[src/rtl/config_pkg.sv]
// Shared fixed-point configuration for the multiply pipeline: formats, rounding
// bias and the clamp helper used by the requantiser.
package config_pkg;

  localparam int FixedPointPrecision = 16;
  localparam int FixedPointExponent  = -8;

  // Product width plus any left-shift headroom plus one guard bit so the
  // rounding add can never overflow.
  localparam int FixedPointGuardWidth =
    2 * FixedPointPrecision + ((FixedPointExponent > 0) ? FixedPointExponent : 0) + 1;

  localparam int FixedPointRoundBias =
    (FixedPointExponent < 0) ? (1 << (-FixedPointExponent - 1)) : 0;

  typedef logic signed [2*FixedPointPrecision-1:0] fixed_point_product_t;
  typedef logic signed [FixedPointGuardWidth-1:0]  fixed_point_wide_t;

  typedef struct packed {
    logic [FixedPointPrecision-1:0] value;
    logic                           sat;
  } fixed_point_sat_t;

  function automatic fixed_point_sat_t fixed_point_saturate(input fixed_point_wide_t v);
    fixed_point_wide_t hi;
    fixed_point_wide_t lo;
    fixed_point_sat_t  r;
    hi = fixed_point_wide_t'((1 << (FixedPointPrecision - 1)) - 1);
    lo = ~hi;
    if (v > hi) begin
      r.value = hi[FixedPointPrecision-1:0];
      r.sat   = 1'b1;
    end else if (v < lo) begin
      r.value = lo[FixedPointPrecision-1:0];
      r.sat   = 1'b1;
    end else begin
      r.value = v[FixedPointPrecision-1:0];
      r.sat   = 1'b0;
    end
    return r;
  endfunction

endpackage

[src/rtl/fixed_point_requant.sv]
// One lane of requantisation: binary-point shift with optional round-half-up,
// then clamp to the result width with a saturation flag.
module fixed_point_requant
  import config_pkg::*;
#(
  parameter int Width    = FixedPointPrecision,
  parameter int Exponent = FixedPointExponent
) (
  input  logic signed [2*Width-1:0] prod_i,
  input  logic                      round_i,
  output logic        [Width-1:0]   y_o,
  output logic                      sat_o
);

  localparam int PosExp = (Exponent > 0) ? Exponent : 0;
  localparam int WideW  = 2 * Width + PosExp + 1;

  logic signed [WideW-1:0] ext;
  logic signed [WideW-1:0] scaled;

  assign ext = {{(PosExp + 1){prod_i[2*Width-1]}}, prod_i};

  if (Exponent < 0) begin : g_right
    localparam int Shift = -Exponent;
    logic signed [WideW-1:0] bias;
    assign bias   = round_i ? WideW'(WideW'(1) << (Shift - 1)) : '0;
    assign scaled = (ext + bias) >>> Shift;
  end else begin : g_left
    logic unused_round;
    assign unused_round = round_i;
    assign scaled       = ext <<< Exponent;
  end

  if (Width == FixedPointPrecision && Exponent == FixedPointExponent) begin : g_pkg_sat
    fixed_point_sat_t res;
    assign res   = fixed_point_saturate(scaled);
    assign y_o   = res.value;
    assign sat_o = res.sat;
  end else begin : g_gen_sat
    logic signed [WideW-1:0] hi;
    logic signed [WideW-1:0] lo;
    always_comb begin
      hi    = (WideW'(1) << (Width - 1)) - WideW'(1);
      lo    = ~hi;
      y_o   = scaled[Width-1:0];
      sat_o = 1'b0;
      if (scaled > hi) begin
        y_o   = hi[Width-1:0];
        sat_o = 1'b1;
      end else if (scaled < lo) begin
        y_o   = lo[Width-1:0];
        sat_o = 1'b1;
      end
    end
  end

endmodule

[src/rtl/vector_mul_pipe.sv]
// Two-stage multi-lane fixed-point multiplier (multiply, then requantise) with
// valid/ready on both sides and a saturating count of clamped output beats.
module vector_mul_pipe
  import config_pkg::*;
#(
  parameter int Lanes      = 4,
  parameter int Width      = FixedPointPrecision,
  parameter int Exponent   = FixedPointExponent,
  parameter int CountWidth = 32
) (
  input  logic                     clk_i,
  input  logic                     rst_i,
  input  logic [Lanes*Width-1:0]   a_i,
  input  logic [Lanes*Width-1:0]   b_i,
  input  logic                     round_i,
  input  logic                     in_valid_i,
  output logic                     in_ready_o,
  output logic [Lanes*Width-1:0]   y_o,
  output logic [Lanes-1:0]         sat_o,
  output logic                     y_valid_o,
  input  logic                     y_ready_i,
  input  logic                     clear_count_i,
  output logic [CountWidth-1:0]    sat_count_o
);

  localparam int ProdW = 2 * Width;

  // Handshake: a beat moves across a boundary only on a cycle where the
  // sender's valid and the receiver's ready are both high; once y_valid_o is
  // raised, y_o/sat_o/y_valid_o stay frozen until y_ready_i is seen.
  logic                     s1_valid_q, s1_valid_d;
  logic                     s1_round_q, s1_round_d;
  logic [Lanes*ProdW-1:0]   s1_prod_q, s1_prod_d;
  logic                     s2_valid_q, s2_valid_d;
  logic [Lanes*Width-1:0]   y_q, y_d, req_y;
  logic [Lanes-1:0]         sat_q, sat_d, req_sat;
  logic [CountWidth-1:0]    cnt_q, cnt_d;
  logic                     out_xfer, s2_load, s1_load;

  assign out_xfer   = s2_valid_q & y_ready_i;
  assign s2_load    = s1_valid_q & (~s2_valid_q | out_xfer);
  assign in_ready_o = ~s1_valid_q | s2_load;
  assign s1_load    = in_valid_i & in_ready_o;

  for (genvar k = 0; k < Lanes; k++) begin : g_lane
    fixed_point_requant #(
      .Width    (Width),
      .Exponent (Exponent)
    ) u_requant (
      .prod_i  (s1_prod_q[k*ProdW +: ProdW]),
      .round_i (s1_round_q),
      .y_o     (req_y[k*Width +: Width]),
      .sat_o   (req_sat[k])
    );
  end

  always_comb begin
    s1_valid_d = s1_valid_q;
    s1_round_d = s1_round_q;
    s1_prod_d  = s1_prod_q;
    if (s1_load) begin
      s1_valid_d = 1'b1;
      s1_round_d = round_i;
      for (int k = 0; k < Lanes; k++) begin
        s1_prod_d[k*ProdW +: ProdW] =
          $signed({{Width{a_i[k*Width+Width-1]}}, a_i[k*Width +: Width]}) *
          $signed({{Width{b_i[k*Width+Width-1]}}, b_i[k*Width +: Width]});
      end
    end else if (s2_load) begin
      s1_valid_d = 1'b0;
    end
  end

  always_comb begin
    s2_valid_d = s2_valid_q;
    y_d        = y_q;
    sat_d      = sat_q;
    if (s2_load) begin
      s2_valid_d = 1'b1;
      y_d        = req_y;
      sat_d      = req_sat;
    end else if (out_xfer) begin
      s2_valid_d = 1'b0;
    end
  end

  // Clear wins over a same-cycle counted transfer; the count sticks at all-ones.
  always_comb begin
    cnt_d = cnt_q;
    if (clear_count_i) begin
      cnt_d = '0;
    end else if (out_xfer && (|sat_q) && !(&cnt_q)) begin
      cnt_d = cnt_q + CountWidth'(1);
    end
  end

  always_ff @(posedge clk_i or posedge rst_i) begin
    if (rst_i) begin
      s1_valid_q <= 1'b0;
      s1_round_q <= 1'b0;
      s1_prod_q  <= '0;
      s2_valid_q <= 1'b0;
      y_q        <= '0;
      sat_q      <= '0;
      cnt_q      <= '0;
    end else begin
      s1_valid_q <= s1_valid_d;
      s1_round_q <= s1_round_d;
      s1_prod_q  <= s1_prod_d;
      s2_valid_q <= s2_valid_d;
      y_q        <= y_d;
      sat_q      <= sat_d;
      cnt_q      <= cnt_d;
    end
  end

  assign y_o         = y_q;
  assign sat_o       = sat_q;
  assign y_valid_o   = s2_valid_q;
  assign sat_count_o = cnt_q;

endmodule

[config.mk]
export PLATFORM = sky130hd
export DESIGN_NAME = vector_mul_pipe
export DESIGN_NICKNAME = d
export VERILOG_FILES = /design/src/rtl/config_pkg.sv /design/src/rtl/fixed_point_requant.sv /design/src/rtl/vector_mul_pipe.sv
export SDC_FILE = /design/constraint.sdc
export NUM_CORES = 2
export LEC_CHECK = 0
export ABC_AREA = 0
export BUFFER_PORTS_ARGS = -buffer_cell sky130_fd_sc_hd__buf_2
export CORE_MARGIN = 1
export CORE_UTILIZATION = 32
export DETAILED_ROUTE_END_ITERATION = 10
export SYNTH_ARGS = -nofsm -noshare
export SYNTH_HDL_FRONTEND = slang
export SYNTH_HIERARCHICAL = 1
export SYNTH_SLANG_ARGS = --single-unit
[constraint.sdc]
create_clock -name clk_i -period 7.4 [get_ports clk_i]
set_clock_uncertainty 0.2 [all_clocks]
set_input_delay 0 -clock clk_i [delete_from_list [all_inputs] [get_ports clk_i]]
set_output_delay 0 -clock clk_i [all_outputs]
set_load 0.03 [all_outputs]
; ---- Word-level counts from Yosys, hierarchy flattened
; Cells that the tools add are included.
[op_classes]
add_sub_neg = 5
multipliers = 4
n_lt_le_gt_ge = 8
mux = 15
bitwise = 7
reduce_logical = 8
[op_table]
columns = operator, n
row1 = $mux W17, 8
row2 = $add A32 B9 Y33, 4
row3 = $mul A16 B16 Y32, 4
row4 = $gt A25 B16 Y1 const B, 4
row5 = $lt A25 B16 Y1 const B, 4
row6 = $mux W32, 2
row7 = $add A32 B1 Y32 const B, 1
row8 = $reduce_and A32 Y1, 1
row9 = $mux W8, 1
row10 = $reduce_bool A2 Y1, 3
row11 = $mux W1, 4
row12 = $reduce_or A4 Y1, 1
row13 = $and A1 B1 Y1, 3
row14 = $logic_and A1 B1 Y1, 2
row15 = $not A1 Y1, 2
row16 = $or A1 B1 Y1, 2
row17 = $logic_not A1 Y1, 1
[totals]
reg_bits = 231
inputBits = 134
output_inout_bits = 102
elab_cells = 54

; ---- Depth between registers and ports, before layout
[depth]
depth_word = 6
mapped_depth = 23
mapped_depth_nobuf = 22

; ---- By module
; The synthesis kept the hierarchy.
[by_module_without_submodules]
columns = mod, n_inst, cells_per_inst, area_each_um2, seq_area_each_um2
row1 = vector_mul_pipe, 1, 5036, 47631.9, 5780.5
row2 = fixed_point_requant, 4, 114, 854.6, 0.0

; ---- Worst setup path before layout
; OpenSTA, ideal clock, no wires.
[synth_timing]
path_type = input -> register
from = in a_i[43]
to = reg s1_prod_q[92]
setup_time_ps = 120
arrival_ps = 5812
required_ps = 7080
setup_slack_ps = 1268
stages = 21
n_path_buf = 1
path_cell_list = clkbuf_1 -> nand2_1 -> fa_1 -> fa_1 -> fa_1 -> inv_1 -> fa_1 -> fa_1 -> inv_1 -> fa_1 -> inv_1 -> ha_1 -> o21ai_0 -> o21ai_1 -> and3b_1 -> or4_4 -> o211ai_2 -> a211oi_2 -> o311a_1 -> or3_1 -> a31o_1
[synth_between]
elab_chain_len = 1
[synth_lines]
columns = item, line_no
row1 = start: declaration, vector_mul_pipe.sv:13  ; input logic [Lanes*Width-1:0] a_i,
row2 = $mul A16 B16 Y32, vector_mul_pipe.sv:66  ; $signed({{Width{a_i[k*Width+Width-1]}}, a_i[k*Width +: Width]}) *
row3 = end signal: assignment, vector_mul_pipe.sv:109  ; s1_prod_q <= s1_prod_d;
row4 = end: declaration, vector_mul_pipe.sv:33  ; logic [Lanes*ProdW-1:0] s1_prod_q, s1_prod_d;
; No other way between the ends.
; A chain may end at the register's enable or synchronous reset.

; ---- Worst setup path in the final report
[layout_timing]
from = in b_i[49]
to = reg s1_prod_q[127]
[layout_between]
elab_chain_len = 1
[layout_lines]
columns = item, line_no
row1 = start: declaration, vector_mul_pipe.sv:14  ; input logic [Lanes*Width-1:0] b_i,
row2 = $mul A16 B16 Y32, vector_mul_pipe.sv:66
; No other way between the ends.

==> out/metrics.yaml <==
antenna_found_initial: 6
dieArea_sq_um: 158000
grt_pass1_vias: 38400
path_clk_slew_ns: 0.06
dp_hpwl_mm: 103
cts_max_level: 1
fmax_mhz: 164
critPathLaunch: "b_i[49]"
finalHoldViolCount: 0
worst-path-max-fanout: 16
top_level_ports: 236
design.core.area_sq_um: 154000
clk_latency_ns: 0.56
min_from: "y_ready_i"
slowest_stage: "fa_1"
dp.cells: 7484
worstSetupEndpointType: "flop"
required_ns: 7.59
drcViolationCount: 48
status: "complete, but fails checks"
startpoint_type: "input pin"
syn_area_sq_um: 49900
final-instance-count-excl-fill: 7534
clock_path_buffers: 3
ant_nets: 0
die_h_microns: 397
worst_slew_pin_slew_ns: 0.947
crit_path_cell_trace: "buf_2 -> nand2_1 -> inv_1 -> fa_1 -> fa_1 -> fa_1 -> fa_1 -> fa_1 -> inv_1 -> fa_1 -> inv_1 -> ha_1 -> a21oi_1 -> nand2_1 -> a211oi_1 -> o311ai_0 -> a21oi_1 -> o21ai_0 -> a31oi_1 -> xnor2_1 -> o21ai_0"
cap_violations: 0
avgRoutedWirePerCell_microns: 16.5
ctsRootBufferMaster: "clkbuf_16"
crit_top_cell: "fa_1"
min_period_ns: 6.09
hold_depth: 4
die_x_microns: 397
route.vias.total: 36000
worstSetupPathType: "in2reg"
worstRegToRegCells: 9
critPathArrivalTime_ns: 6.28
design_area_sq_um: 53900
nets: 6989
initial_utilization: 0.323
viasPerCell: 4.78
drive_above_1_share: 0.0811
area_growth_pct: 8.01
max_slew_margin: 0.368
routed_wl_mm: 125
grt_first_pass_wirelength_mm: 206
cts_buffers: 24
ys_warn_count: 6
cts.sink_count: 203
hp-class: "in2reg"
post_cts_buffers: 0
final.setup.tns_ns: 0
mostFrequentLayoutCells: "inv_1, fa_1, nand2_1, and2_1, ha_1"
finalSetupViolations: 0
critPathTopFamily: "adder cells"
numPortBuffers: 235
regToRegStartpoint: "s1_round_q"
place_area_sq_um: 53100
grt_setup_unrepaired: "no"
layout_commonest_cell: "inv_1"
cts_resized: 0
drtIter0Drc: 1700
grt_usage: 0.162
synthCells: 5372
synth.avg_cell_area_sq_um: 9.30
max_stage_delay_ns: 0.74
violations: "DRC"
rr_endpoint: "y_o[24]"
rows: 144
drv_slew: 0
post-route-period-util: 0.823
grt_max_degree: 99
gp_congestion: 0.858
cts_tree: "done"
syn-num-nets: 6887
crit_buf_inv: 4
whs_endpoint: "y_valid_o"
overflow: 0
firstDrtPassIters: 10
postCtsHoldBufs: 8
rrSetupSlack_ns: 3.46
-- how the worst max path moves through the flow --
stage | end | cells past startpoint
2_1_floorplan | s1_prod_q[92] | 21
3_3_place_gp | s1_prod_q[92] | 21
3_5_place_dp | s1_prod_q[127] | 21
4_1_cts | s1_prod_q[127] | 21
5_1_grt | s1_prod_q[127] | 21
6_report | s1_prod_q[127] | 21
-- worst register-to-register path, stage by stage (launching register included) --
cell      delay (ns)
dfrtp_1         0.86
and2_1          0.23
ha_1            0.20
nand3_2         0.23
nor3_4          0.36
nand4_1         0.19
a211oi_2        0.37
a41oi_4         0.30
nor3_1          0.67
mux2_2          0.28
-- layer usage --
layer	up-vias	part of all wire	GRT usage
met2	823	0.47	0.269
met4	0	0.018	0.0262
met1	18500	0.45	0.226
li1	16500	-	-
met3	127	0.058	0.0249
met5	-	0	0
-- stage by stage --
step / setup slack, ns / hold WS [ns] / util
2_1_floorplan: 1.27 / -0.137 / -
5_1_grt: 1.01 / 0.283 / 0.349
3_3_place_gp: 0.893 / -0.00208 / 0.344
3_5_place_dp: 0.852 / -0.000365 / 0.344
6_report: 1.31 / 0.277 / 0.349
4_1_cts: 1.44 / 0.213 / 0.349
-- layout make-up --
type                            instances  area [sq um]
Clock buffer                           30           663
Inverter                             1167          4390
Timing Repair Buffer                  252          1320
Antenna cell                            1          2.50
Clock inverter                         11           125
Sequential cell                       203          5080
Tap cell                             2044          2560
Fill cell                           15800        100000
Multi-Input combinational cell       3826         39800
-- registers in the layout, indices dropped and copies added (netlist names) --
signal and cells:
s1_prod_q 100, s1_round_q 1, s1_valid_q 1, sat_count_o 32, sat_o 4, y_o 64
y_valid_o 1
Power is left out: the tool's default activity adds up to more than one toggle a clock period on the data nets, which glitch-free logic cannot reach.
